[src/rtl/lfsr_period.sv]
`default_nettype none
// ============================================================================
//  Module      : lfsr_period
//  Description : Parametrised Galois LFSR with seed load, step enable and a
//                period measurement engine. On start it captures the current
//                state and counts enabled steps until that state recurs
//                (done) or 2^WIDTH steps pass without recurrence (timeout).
//                Optional build macro LFSR_ZERO_GUARD_EN replaces a loaded
//                all-zero seed with 1 so the register never locks up via load.
//  Revision    : 1.0 - initial release
// ============================================================================
module lfsr_period #(
    parameter int               WIDTH = 16,
    parameter logic [WIDTH-1:0] TAPS  = 16'hB400,
    parameter int               CNT_W = WIDTH + 1
) (
    input  logic             clk,
    input  logic             reset,
    input  logic             load,
    input  logic [WIDTH-1:0] seed,
    input  logic             en,
    input  logic             start,
    output logic [WIDTH-1:0] state_out,
    output logic             busy,
    output logic             done,
    output logic             timeout,
    output logic [CNT_W-1:0] period
);

    typedef enum logic [1:0] {
        ST_IDLE = 2'd0,
        ST_RUN  = 2'd1,
        ST_DONE = 2'd2,
        ST_TMO  = 2'd3
    } state_t;

    localparam logic [CNT_W-1:0] c_one  = CNT_W'(1);
    localparam logic [CNT_W-1:0] c_full = c_one << WIDTH;   // 2^WIDTH steps

    state_t             r_state;
    state_t             w_state_nxt;
    logic [WIDTH-1:0]   r_lfsr;
    logic [WIDTH-1:0]   w_lfsr_nxt;
    logic [WIDTH-1:0]   r_ref;
    logic [WIDTH-1:0]   w_ref_nxt;
    logic [CNT_W-1:0]   r_count;
    logic [CNT_W-1:0]   w_count_nxt;
    logic [CNT_W-1:0]   r_period;
    logic [CNT_W-1:0]   w_period_nxt;

    logic [WIDTH-1:0]   w_step;
    logic [WIDTH-1:0]   w_seed_eff;
    logic               w_capture;
    logic [WIDTH-1:0]   w_ref_cur;
    logic [CNT_W-1:0]   w_cnt_inc;

    // One Galois step: shift right, fold the taps in when a one drops out.
    assign w_step = r_lfsr[0] ? ((r_lfsr >> 1) ^ TAPS) : (r_lfsr >> 1);

`ifdef LFSR_ZERO_GUARD_EN
    // An all-zero seed would park the register in its lockup state.
    assign w_seed_eff = (seed == '0) ? {{(WIDTH-1){1'b0}}, 1'b1} : seed;
`else
    assign w_seed_eff = seed;
`endif

    // A start outside RUN captures the reference; an en on the same edge is
    // then already step 1, so compare against the freshly captured state.
    assign w_capture = start && (r_state != ST_RUN);
    assign w_ref_cur = w_capture ? r_lfsr : r_ref;
    assign w_cnt_inc = (w_capture ? '0 : r_count) + c_one;

    // Next-state and datapath update; load overrides everything else.
    always_comb begin
        w_state_nxt  = r_state;
        w_lfsr_nxt   = r_lfsr;
        w_ref_nxt    = r_ref;
        w_count_nxt  = r_count;
        w_period_nxt = r_period;
        if (load) begin
            w_lfsr_nxt   = w_seed_eff;
            w_state_nxt  = ST_IDLE;
            w_period_nxt = '0;
        end else begin
            if (en) begin
                w_lfsr_nxt = w_step;
            end
            if (w_capture) begin
                w_ref_nxt    = r_lfsr;
                w_count_nxt  = '0;
                w_period_nxt = '0;
                w_state_nxt  = ST_RUN;
            end
            if ((r_state == ST_RUN || w_capture) && en) begin
                w_count_nxt = w_cnt_inc;
                if (w_step == w_ref_cur) begin
                    w_state_nxt  = ST_DONE;
                    w_period_nxt = w_cnt_inc;
                end else if (w_cnt_inc == c_full) begin
                    w_state_nxt  = ST_TMO;
                    w_period_nxt = c_full;
                end
            end
        end
    end

    // State and datapath registers with asynchronous reset.
    always_ff @(posedge clk or posedge reset) begin
        if (reset) begin
            r_state  <= ST_IDLE;
            r_lfsr   <= {{(WIDTH-1){1'b0}}, 1'b1};
            r_ref    <= '0;
            r_count  <= '0;
            r_period <= '0;
        end else begin
            r_state  <= w_state_nxt;
            r_lfsr   <= w_lfsr_nxt;
            r_ref    <= w_ref_nxt;
            r_count  <= w_count_nxt;
            r_period <= w_period_nxt;
        end
    end

    // Flags decode straight from the registered state.
    assign state_out = r_lfsr;
    assign busy      = (r_state == ST_RUN);
    assign done      = (r_state == ST_DONE);
    assign timeout   = (r_state == ST_TMO);
    assign period    = r_period;

endmodule
`default_nettype wire

[config.mk]
export PLATFORM = sky130hd
export DESIGN_NAME = lfsr_period
export DESIGN_NICKNAME = d
export VERILOG_FILES = /design/src/rtl/lfsr_period.sv
export SDC_FILE = /design/constraint.sdc
export NUM_CORES = 1
export LEC_CHECK = 0
export ABC_AREA = 1
export BUFFER_PORTS_ARGS = -buffer_cell sky130_fd_sc_hd__buf_2
export CELL_PAD_IN_SITES_DETAIL_PLACEMENT = 1
export CELL_PAD_IN_SITES_GLOBAL_PLACEMENT = 2
export CORE_ASPECT_RATIO = 1.5
export CORE_UTILIZATION = 33
export CTS_CLUSTER_SIZE = 28
export DETAILED_ROUTE_END_ITERATION = 10
export PLACE_DENSITY = 0.87
export SYNTH_ARGS = -nofsm -noshare
export SYNTH_HDL_FRONTEND = slang
export SYNTH_SLANG_ARGS = --single-unit
[constraint.sdc]
create_clock -name clk -period 2.45 [get_ports clk]
set_input_delay 0.245 -clock clk [delete_from_list [all_inputs] [get_ports clk]]
set_output_delay 0.245 -clock clk [all_outputs]
set_load 0.05 [all_outputs]
==> impl_metrics.json <==
{
  "timing.final.crit_share": 0.921,
  "finalWirelength_um": 13800,
  "coreArea_mm2": 0.0130,
  "synth_async_sr_flop_share": 1.00,
  "post_drt_wl_per_cell_um": 16.5,
  "clock_insertion_delay_worst_skew_ns": 0.34,
  "vias": 4392,
  "final_area_mm2": 0.00519,
  "netlist_instances": 614,
  "tritoncts_clock_tree": "done",
  "p_total_w": 0.00373,
  "ratio_of_cells_with_drive_above_1_in_the_final_layout": 0.192,
  "num_antenna_cells": 0,
  "flow.area_growth_from_synthesis_pct": 18.1,
  "setup_total_negative_slack_ns": 0,
  "initial_core_util": 0.339,
  "place_hpwl_um": 10000,
  "die_h_um": 143,
  "num_rows": 51,
  "multi_input_area_mm2": 0.00224,
  "grt_antenna_before_repair": 0,
  "fin_crit_ns": 2.26,
  "htree_num_levels": 3,
  "postSynthRegisterBits": 68,
  "instances_no_fill": 836,
  "worstPathArrival_ns": 2.47,
  "first_iter_violations": 136,
  "rsz_0062_raised_after_global_routing": "no",
  "register_area_mm2": 0.00170,
  "fillCellCount": 1680,
  "synth_seq_area_share": 0.388,
  "timing.final.hold_violations": 0,
  "result_of_the_run": "finished clean",
  "reg2reg_depth": 13,
  "placement.cell_area_mm2": 0.00481,
  "power.static_leakage_nw": 2.63,
  "worst_hold_path_type": "input port to register",
  "routed_via_density": 5.25,
  "grt_pass1_vias": 4639,
  "worst_clock_skew_ns": 0.00548,
  "cts.reportedPaths.clkPinSlew_ns": 0.06,
  "finish.net_count": 693,
  "cts_bufs_inserted": 9,
  "die_w_um": 96.2,
  "syn-cell-area_mm2": 0.00439,
  "max-clock-path-buffers": 2,
  "min_path_cells": 3,
  "detail-route-antenna-nets": 0,
  "tritoncts_num_sinks": 68,
  "die_area_mm2": 0.0138,
  "synth_edf_count": 0,
  "gr-total-overflow": 0,
  "cp-end-kind": "register",
  "gp_routability_congestion": 0.844,
  "placement.io_buffers": 56,
  "grt_usage": 0.216,
  "yosys_warnings": 0,
  "drc": 0,
  "mappedNetlistNets": 635,
  "place.detailed.instances": 814,
  "grt_max_degree": 38,
  "timing.max_cap.violations": 0,
  "worst_slew_pin_slew_ns": 0.644,
  "cts_root_buffer": "sky130_fd_sc_hd__clkbuf_16",
  "slew_viol_final": 0,
  "drt_pass1_iterations": 4,
  "vdd.ir_drop.worst_mv": 0.349,
  "path_class": "register to register",
  "critPathRequiredTime_ns": 2.66,
  "clock.fmax_ghz": 0.443,
  "number_of_i_o_pins": 57,
  "syn-mean-instance-area_um2": 7.15,
  "crit_path_max_fo": 19,
  "synth_cell_types": 38,
  "power.density_mw_per_mm2": 719,
  "ys.flop_type": "sky130_fd_sc_hd__dfrtp_1",
  "setup-violations-final": 0,
  "critical_path.startpoint_type": "register",
  "max-slew-margin-rel": 0.570,
  "grt_pass1_wl_um": 22600
}
[cell usage after synthesis, types with 6 or more instances]
| cell | count | share of area |
|---|---|---|
| sky130_fd_sc_hd__o21ai_0 | 52 | 0.059 |
| sky130_fd_sc_hd__inv_1 | 77 | 0.066 |
| sky130_fd_sc_hd__dfrtp_1 | 67 | 0.38 |
| sky130_fd_sc_hd__a21boi_2 | 7 | 0.018 |
| sky130_fd_sc_hd__a21oi_1 | 6 | 0.0068 |
| sky130_fd_sc_hd__buf_2 | 7 | 0.0080 |
| sky130_fd_sc_hd__clkbuf_1 | 16 | 0.014 |
| sky130_fd_sc_hd__nand3_1 | 66 | 0.075 |
| sky130_fd_sc_hd__nand2_2 | 12 | 0.017 |
| sky130_fd_sc_hd__o221ai_1 | 13 | 0.026 |
| sky130_fd_sc_hd__nand3b_1 | 16 | 0.027 |
| sky130_fd_sc_hd__nor2_1 | 34 | 0.029 |
| sky130_fd_sc_hd__o211ai_1 | 8 | 0.014 |
| sky130_fd_sc_hd__nand2_1 | 180 | 0.15 |
[worst paths after layout]
kind                       startpoint             to  slack (ns)
setup / recovery           r_state[1]      period[3]        0.19
hold / removal               seed[10]  state_out[10]        0.12
setup reg to reg           r_state[1]      period[3]        0.19
hold reg to reg              r_ref[2]       r_ref[2]        0.49
max in group asynchronous       reset       r_ref[3]        1.17
min in group asynchronous       reset     r_count[5]        0.51
[worst max-delay path: stages, from the launching register on]
cell and delay (ns):
sky130_fd_sc_hd__dfrtp_1 0.40, sky130_fd_sc_hd__inv_2 0.10, sky130_fd_sc_hd__nand2_4 0.10, sky130_fd_sc_hd__nand2_8 0.18
sky130_fd_sc_hd__nand2_2 0.10, sky130_fd_sc_hd__nor2_2 0.15, sky130_fd_sc_hd__nand2_1 0.11, sky130_fd_sc_hd__inv_1 0.06
sky130_fd_sc_hd__nand2_1 0.16, sky130_fd_sc_hd__nor2_2 0.17, sky130_fd_sc_hd__nand3_2 0.19, sky130_fd_sc_hd__buf_4 0.23
sky130_fd_sc_hd__nand3b_1 0.08, sky130_fd_sc_hd__a21boi_0 0.09
[logic make-up (layout without fill, tap and decap cells)]
| logic type | after synthesis | after routing | share of synthesized area |
|---|---|---|---|
| buffers and inverters | 111 | 173 | 0.108 |
| DFF | 68 | 68 | 0.388 |
| and+or+nand+nor | 324 | 325 | 0.338 |
| AOI/OAI and AO/OA | 106 | 106 | 0.156 |
| xor gates and xnor gates | 5 | 5 | 0.00997 |
[placed cells by master (no fill, tap or decap), types with 12 or more instances in the layout]
cell | netlist | final
sky130_fd_sc_hd__nand2_2 | 12 | 12
sky130_fd_sc_hd__inv_1 | 77 | 76
sky130_fd_sc_hd__dfrtp_1 | 67 | 67
sky130_fd_sc_hd__nand2_1 | 180 | 180
sky130_fd_sc_hd__nor2_1 | 34 | 34
sky130_fd_sc_hd__nand3b_1 | 16 | 16
sky130_fd_sc_hd__buf_4 | 0 | 18
sky130_fd_sc_hd__o221ai_1 | 13 | 13
sky130_fd_sc_hd__buf_2 | 7 | 56
sky130_fd_sc_hd__nand3_1 | 66 | 66
sky130_fd_sc_hd__o21ai_0 | 52 | 52
[flip-flops by register name, indices dropped and copies added, names as in the netlist]
register and count:
r_state 2, state_out 16, r_ref 16, period 17, r_count 17
[area by class of cell]
cell class / instances / share of cell area
Clock inverter: 1 / 0.00579
Multi-Input combinational cell: 436 / 0.433
Timing Repair Buffer: 76 / 0.0849
Inverter: 81 / 0.0586
Tap cell: 159 / 0.0383
Sequential cell: 68 / 0.328
Clock buffer: 15 / 0.0516
[where the power goes]
part	internal (W)	switching, W	total, W
clock network	0.000846	0.000491	0.00134
registers	0.00127	0.000114	0.00138
logic	0.000304	0.000706	0.00101
[metrics by stage]
stage          worst slack (ns)   util  hold WS, ns
2_1_floorplan             0.362      -        0.372
3_3_place_gp              0.181  0.372        0.342
3_5_place_dp             0.0882  0.372        0.352
4_1_cts                  0.0669  0.395        0.108
5_1_grt                 0.00865  0.401        0.138
6_report                  0.192  0.401        0.116
[per-layer routing]
layer	up-vias	global-route usage	wire length, um
li1	2111	-	-
met1	2167	0.235	5420
met2	85	0.398	7580
met3	29	0.0365	402
met4	0	0.0943	418
met5	-	0	0
[timing repair]
| action | 4_1_cts | 5_1_grt |
|---|---|---|
| resized for setup | 0 | 4 |
| setup endpoints to repair | 0 | 16 |
| endpoints found under the hold margin | 23 | 0 |
| hold buffers | 1 | 0 |
| setup buffers | 0 | 4 |
Note: power is estimated with default switching activity, not from simulation.
